### config.mk
export PLATFORM = sky130hd
export DESIGN_NAME = usr_seq_ctrl
export DESIGN_NICKNAME = d
export VERILOG_FILES = /design/src/rtl/usr_seq_ctrl.sv
export SDC_FILE = /design/constraint.sdc
export NUM_CORES = 1
export LEC_CHECK = 0
export ABC_CLOCK_PERIOD_IN_PS = 1950
export CAP_MARGIN = 15
export CORE_MARGIN = 2
export CORE_UTILIZATION = 44
export DETAILED_ROUTE_END_ITERATION = 6
export PLACE_DENSITY = 0.78
export SLEW_MARGIN = 30
export SYNTH_ARGS = -nofsm -noshare
export SYNTH_HDL_FRONTEND = slang
export SYNTH_SLANG_ARGS = --single-unit
### constraint.sdc
create_clock -name clk -period 1.95 [get_ports clk]
set_clock_uncertainty 0.05 [all_clocks]
set_input_delay 0.39 -clock clk [delete_from_list [all_inputs] [get_ports clk]]
set_output_delay 0.39 -clock clk [all_outputs]
set_load 0.05 [all_outputs]
### src/rtl/usr_seq_ctrl.sv
// rtl/usr_seq_ctrl.sv - command sequencer driving a 4-bit universal shift register
// Accepts load/shift/rotate commands and steps the external register one mode per cycle.
module usr_seq_ctrl (
  input  logic       clk,
  input  logic       rst,
  input  logic       cmd_valid,
  output logic       cmd_ready,
  input  logic [1:0] cmd_op,
  input  logic [3:0] cmd_data,
  input  logic [2:0] cmd_cnt,
  input  logic       cmd_fill,
  output logic [1:0] usr_s,
  output logic       usr_s_r_in,
  output logic       usr_s_l_in,
  output logic [3:0] usr_p_in,
  input  logic [3:0] usr_q,
  output logic       ser_out,
  output logic       ser_out_valid,
  output logic       busy,
  output logic       done,
  output logic [3:0] result
);

  localparam logic [1:0] ST_IDLE  = 2'd0;
  localparam logic [1:0] ST_LOAD  = 2'd1;
  localparam logic [1:0] ST_SHIFT = 2'd2;
  localparam logic [1:0] ST_DONE  = 2'd3;

  localparam logic [1:0] OP_LOAD = 2'b00;
  localparam logic [1:0] OP_SHR  = 2'b01;
  localparam logic [1:0] OP_SHL  = 2'b10;
  localparam logic [1:0] OP_ROR  = 2'b11;

  logic [1:0] r_state;
  logic [1:0] r_op;
  logic [3:0] r_data;
  logic       r_fill;
  logic [2:0] r_cnt;
  logic [3:0] r_result;

  logic       w_accept;
  logic [2:0] w_cnt_clamped;

  assign w_accept      = cmd_valid && (r_state == ST_IDLE);
  assign w_cnt_clamped = (cmd_cnt > 3'd4) ? 3'd4 : cmd_cnt;

  always_ff @(posedge clk) begin
    if (!rst) begin
      r_state  <= ST_IDLE;
      r_op     <= 2'b00;
      r_data   <= 4'b0000;
      r_fill   <= 1'b0;
      r_cnt    <= 3'd0;
      r_result <= 4'b0000;
    end else begin
      case (r_state)
        ST_IDLE: begin
          if (w_accept) begin
            r_op   <= cmd_op;
            r_data <= cmd_data;
            r_fill <= cmd_fill;
            r_cnt  <= w_cnt_clamped;
            if (cmd_op == OP_LOAD)
              r_state <= ST_LOAD;
            else if (w_cnt_clamped != 3'd0)
              r_state <= ST_SHIFT;
            else
              r_state <= ST_DONE;
          end
        end
        ST_LOAD: r_state <= ST_DONE;
        ST_SHIFT: begin
          // r_cnt holds the steps still to issue, including this cycle's
          r_cnt <= r_cnt - 3'd1;
          if (r_cnt <= 3'd1)
            r_state <= ST_DONE;
        end
        default: begin
          r_result <= usr_q;
          r_state  <= ST_IDLE;
        end
      endcase
    end
  end

  always_comb begin
    usr_s         = 2'b00;
    usr_s_r_in    = 1'b0;
    usr_s_l_in    = 1'b0;
    usr_p_in      = 4'b0000;
    ser_out       = 1'b0;
    ser_out_valid = 1'b0;
    case (r_state)
      ST_LOAD: begin
        usr_s    = 2'b11;
        usr_p_in = r_data;
      end
      ST_SHIFT: begin
        ser_out_valid = 1'b1;
        case (r_op)
          OP_SHL: begin
            usr_s      = 2'b10;
            usr_s_l_in = r_fill;
            ser_out    = usr_q[3];
          end
          OP_ROR: begin
            usr_s      = 2'b01;
            usr_s_r_in = usr_q[0];
            ser_out    = usr_q[0];
          end
          default: begin
            usr_s      = 2'b01;
            usr_s_r_in = r_fill;
            ser_out    = usr_q[0];
          end
        endcase
      end
      default: ;
    endcase
  end

  assign cmd_ready = (r_state == ST_IDLE);
  assign busy      = (r_state != ST_IDLE);
  assign done      = (r_state == ST_DONE);
  assign result    = (r_state == ST_DONE) ? usr_q : r_result;

endmodule
Yosys cells after proc, flatten, opt, wreduce, memory -nomap -nowiden

Index checks and enable logic that the tools add are counted.

Add/subtract/negate cells: 1
$lt $le $gt $ge: 2
Equal/unequal tests: 7
Mux-type cells: 19
Reduce and logical (&&, ||, !) cells: 10

Operators with widths:

| operator                                                        | number |
|---|---|
| equality test 2 bit (second input constant)                     | 4 |
| 2-to-1 mux 2 bit                                                | 4 |
| 2-to-1 mux 4 bit                                                | 2 |
| 2-to-1 mux 1 bit                                                | 7 |
| 2-to-1 mux 3 bit                                                | 2 |
| case mux 2 bit (3 select lines)                                 | 1 |
| case mux 3 bit (2 select lines)                                 | 1 |
| AND reduction 2 bit                                             | 3 |
| logical NOT 2 bit                                               | 2 |
| case mux 2 bit (2 select lines)                                 | 1 |
| nonzero test 2 bit                                              | 2 |
| greater-than comparator 3 bit (second input constant)           | 1 |
| less-or-equal comparator 3 x 1 -> 1 bit (second input constant) | 1 |
| nonzero test 3 bit                                              | 1 |
| OR reduction 3 bit                                              | 1 |
| subtractor 3 x 1 -> 3 bit (second input constant)               | 1 |
| equality test 2 x 1 -> 1 bit (second input constant)            | 1 |
| inequality test 2 x 1 -> 1 bit (second input constant)          | 1 |
| inequality test 2 bit (second input constant)                   | 1 |
| case mux 1 bit (2 select lines)                                 | 1 |
| logical AND 1 bit                                               | 1 |

Register bits after elaboration: 16
Input port bits: 17
Output and inout port bits: 17
Logic and storage cells: 45

Longest topological paths before layout

Depth in word-level cells: 7
Depth in mapped cells: 7
Mapped depth without buffers: 6

Worst setup path before layout

OpenSTA, ideal clock, no wires.

Path kind: reg-to-output
From: register r_state[0]
To: output usr_s_r_in
Data arrival time: 1.986 ns
Required time: 1.510 ns
Setup slack: -0.476 ns
Cell stages (with the launch flop): 5
Buffers on the path: 0
Cell sequence: dfxtp_1 > inv_1 > ha_1 > inv_2 > a21oi_1

Cells in the longest elaborated chain, start to end: 2

Ends and longest elaborated chain:

| item                   | line | text |
|---|---|---|
| from (decl)            | 34   | `logic [1:0] r_state;` |
| from (signal assigned) | 49   | `r_state <= ST_IDLE;` |
| from (signal assigned) | 64   | `r_state <= ST_LOAD;` |
| from (signal assigned) | 66   | `r_state <= ST_SHIFT;` |
| equality test 2 bit    | 93   | `case (r_state)` |
| 2-to-1 mux 1 bit       | 93   |  |
| to (decl)              | 13   | `output logic usr_s_r_in,` |

No other way between the ends.

Final worst setup path

From: register r_state[1]
To: output result[2]

Cells in the longest elaborated chain, start to end: 2

Ends and longest elaborated chain:

| item                | line | text |
|---|---|---|
| equality test 2 bit | 125  | `assign result = (r_state == ST_DONE) ? usr_q : r_result;` |
| 2-to-1 mux 4 bit    | 125  |  |
| to (decl)           | 21   | `output logic [3:0] result` |

No other way between the ends.

==> metrics.cfg <==
[outcome]
status=complete, no violations

[detailed_routing]
vias=920
drtAntennaViolNets=0
wl_met2_um=1250
wire_per_inst_um=13.7
drtIter0Drc=14
drc=0
wl_met3_um=115
viasPerCell=5.20
routed_wl_um=2430
drt_first_pass_iters=4
m1WireLength_um=1040
maxUsedRoutingLayer=met4

[synthesis]
synthCells=112
synthMuxAreaShare_pct=10.7
synth_compound_area_share_pct=17.9
syn_area_per_cell_um2=8.75
syn_area_um2=980
ys_seq_area_share_pct=32.7
synth_cell_types=33
post_synth_and_or_nand_nor_area_fraction_pct=24.3
synth-seq-cells=16
yosys.cell_count.top_type=dfxtp_1
synth_area_leader_cell=dfxtp_1
synthTopCellsByCount=16 x dfxtp_1, 11 x nand2_1, 10 x nand3_1
synth_top_area_share_pct=32.7
ys_warn_count=0
synth_edf_count=0
synth_ff_type=dfxtp_1
synth_top_family_by_area=simple AND/OR/NAND/NOR gates
synth_area_leaders=dfxtp_1 33%, ha_1 8.9%, mux2i_1 6.1%
synthArstFlopShare_pct=0
synth.net_count=136
yosys.area_share.adder_pct=8.94
synth-xor-area-share_pct=0

[sta]
period_needed_ps=1920
setup_violations=0
worst_pin_slew_ps=474
hold_violations=0
worst_slack_ps=28.4
period_share_pct=98.5
max_freq_mhz=520
slew_viol_final=0
rsz0062_at_grt=true
slew_headroom_pct=67.5
hold_ws_ps=413

[placement]
place_area_um2=1540
dp_slack_ps=53.7
dp_hpwl_um=2020
numPortBuffers=33
dp.cells=174
gp_congestion=0.747

[setup_path]
worstPathRequired_ps=1510
r2r_setup_slack_ps=130
critical_path_class=register to output port
critPathLaunchType=register
worstPathMaxFanout=6
worstSetupEndpointType=output port
arrival_ps=1480

[clocking]
cts_resized=4
cts.clk_slew.worst_paths_ps=90
cts_num_sinks=16
clk_path_buf_depth=2
clockRootBuffer=clkbuf_4
cts_max_level=1
postCtsHoldBufs=0
insertion_delay_ps=270
cts_setup_buffers=0
cts_tree=built
cts_buffers=3

[floorplanning]
die_h_um=51.2
design.core.area_um2=2150
die_x_um=51.2
die_area_um2=2620
io_pins=34
start_util_pct=45.6
rows=17

[pwr]
vdd_drop_max_mv=1.31
power_density_nw_per_um2=1370
p_leak_uw=0.000619
power_uw=2160

[layout]
n_fill_cell=172
syn2layout_area_growth_pct=60.8
nets=175
drive_above_1_share_pct=28.2
fin_area_um2=1580
fin_cells=177
num_antenna_cells=0

[grt]
antenna_found_initial=0
grt-ovfl-total=0
grt.total_usage_pct=20.9
grt_max_degree=14
grt_pass1_vias=965
grt_pass1_wl_um=4110

[min_path]
min_path_type=register to register

[job]
drv_cap=0

## path summary, 6_finish.rpt
| kind | start | endpoint | cells after the start |
|---|---|---|---|
| setup / recovery | r_state[1] | result[2] | 3 |
| hold / removal | r_data[0] | r_data[0] | 2 |
| setup reg to reg | r_state[0] | r_cnt[2] | 5 |
| hold reg to reg | r_data[0] | r_data[0] | 2 |
## where the power goes
part	internal, µW	switching, µW
combinational	687	839
clock	71.6	95.8
sequential	406	58.7
total	1160	993
## per-stage QoR
stage	util, %	setup TNS (ps)
floorplan	-	0
global placement	71.5	0
detailed placement	71.5	0
CTS	72.9	0
global route	73.3	-239
finish	73.3	0
## sequential cells by signal, indices dropped and copies added, names as in the netlist
register,flops
r_data,4
r_result,4
r_cnt,3
r_state,2
r_op,2
r_fill,1
## cells by family after synthesis
family,after synthesis
adder cells (fa/ha/maj),7
multiplexers,10
AND/OR/NAND/NOR,46
flip-flops,16
AO/OA/AOI/OAI,22
buffers and inverters,11
## routing by layer
| metal | GRT usage, % | up-vias |
|---|---|---|
| met3 | 2.92 | 4 |
| met1 | 22.5 | 423 |
| met5 | 0 | - |
| met2 | 40.9 | 28 |
| li1 | - | 465 |
| met4 | 6.76 | 0 |
## final cells by class
class | instances | area [µm²] | share of cell area, %
Timing Repair Buffer | 38 | 542 | 34.4
Clock buffer | 3 | 22.5 | 1.43
Tap cell | 28 | 35.0 | 2.22
Multi-Input combinational cell | 85 | 622 | 39.5
Inverter | 7 | 28.8 | 1.83
Sequential cell | 16 | 325 | 20.7
## worst max-delay path, stage by stage, from the launching register on
cell     delay, ps
dfxtp_2        380
ha_2           290
mux2_2         380
buf_12         150
## placed cells by master (no fill, tap or decap), types with 2 or more instances in the layout
master	netlist	layout
a21boi_0	8	8
a21oi_1	3	2
and2_1	4	4
and3_1	2	2
buf_12	0	17
buf_4	1	4
clkbuf_4	0	3
clkdlybuf4s50_1	0	16
dfxtp_1	16	14
ha_1	7	5
ha_2	0	2
inv_1	5	5
mux2_2	4	4
mux2i_1	6	6
nand2_1	11	11
nand2b_1	2	2
nand3_1	10	10
nor2_1	6	5
nor2b_1	6	4
nor2b_2	0	2
o21ai_0	2	2
o31ai_1	2	2
Power figures use the tool's default switching activity.
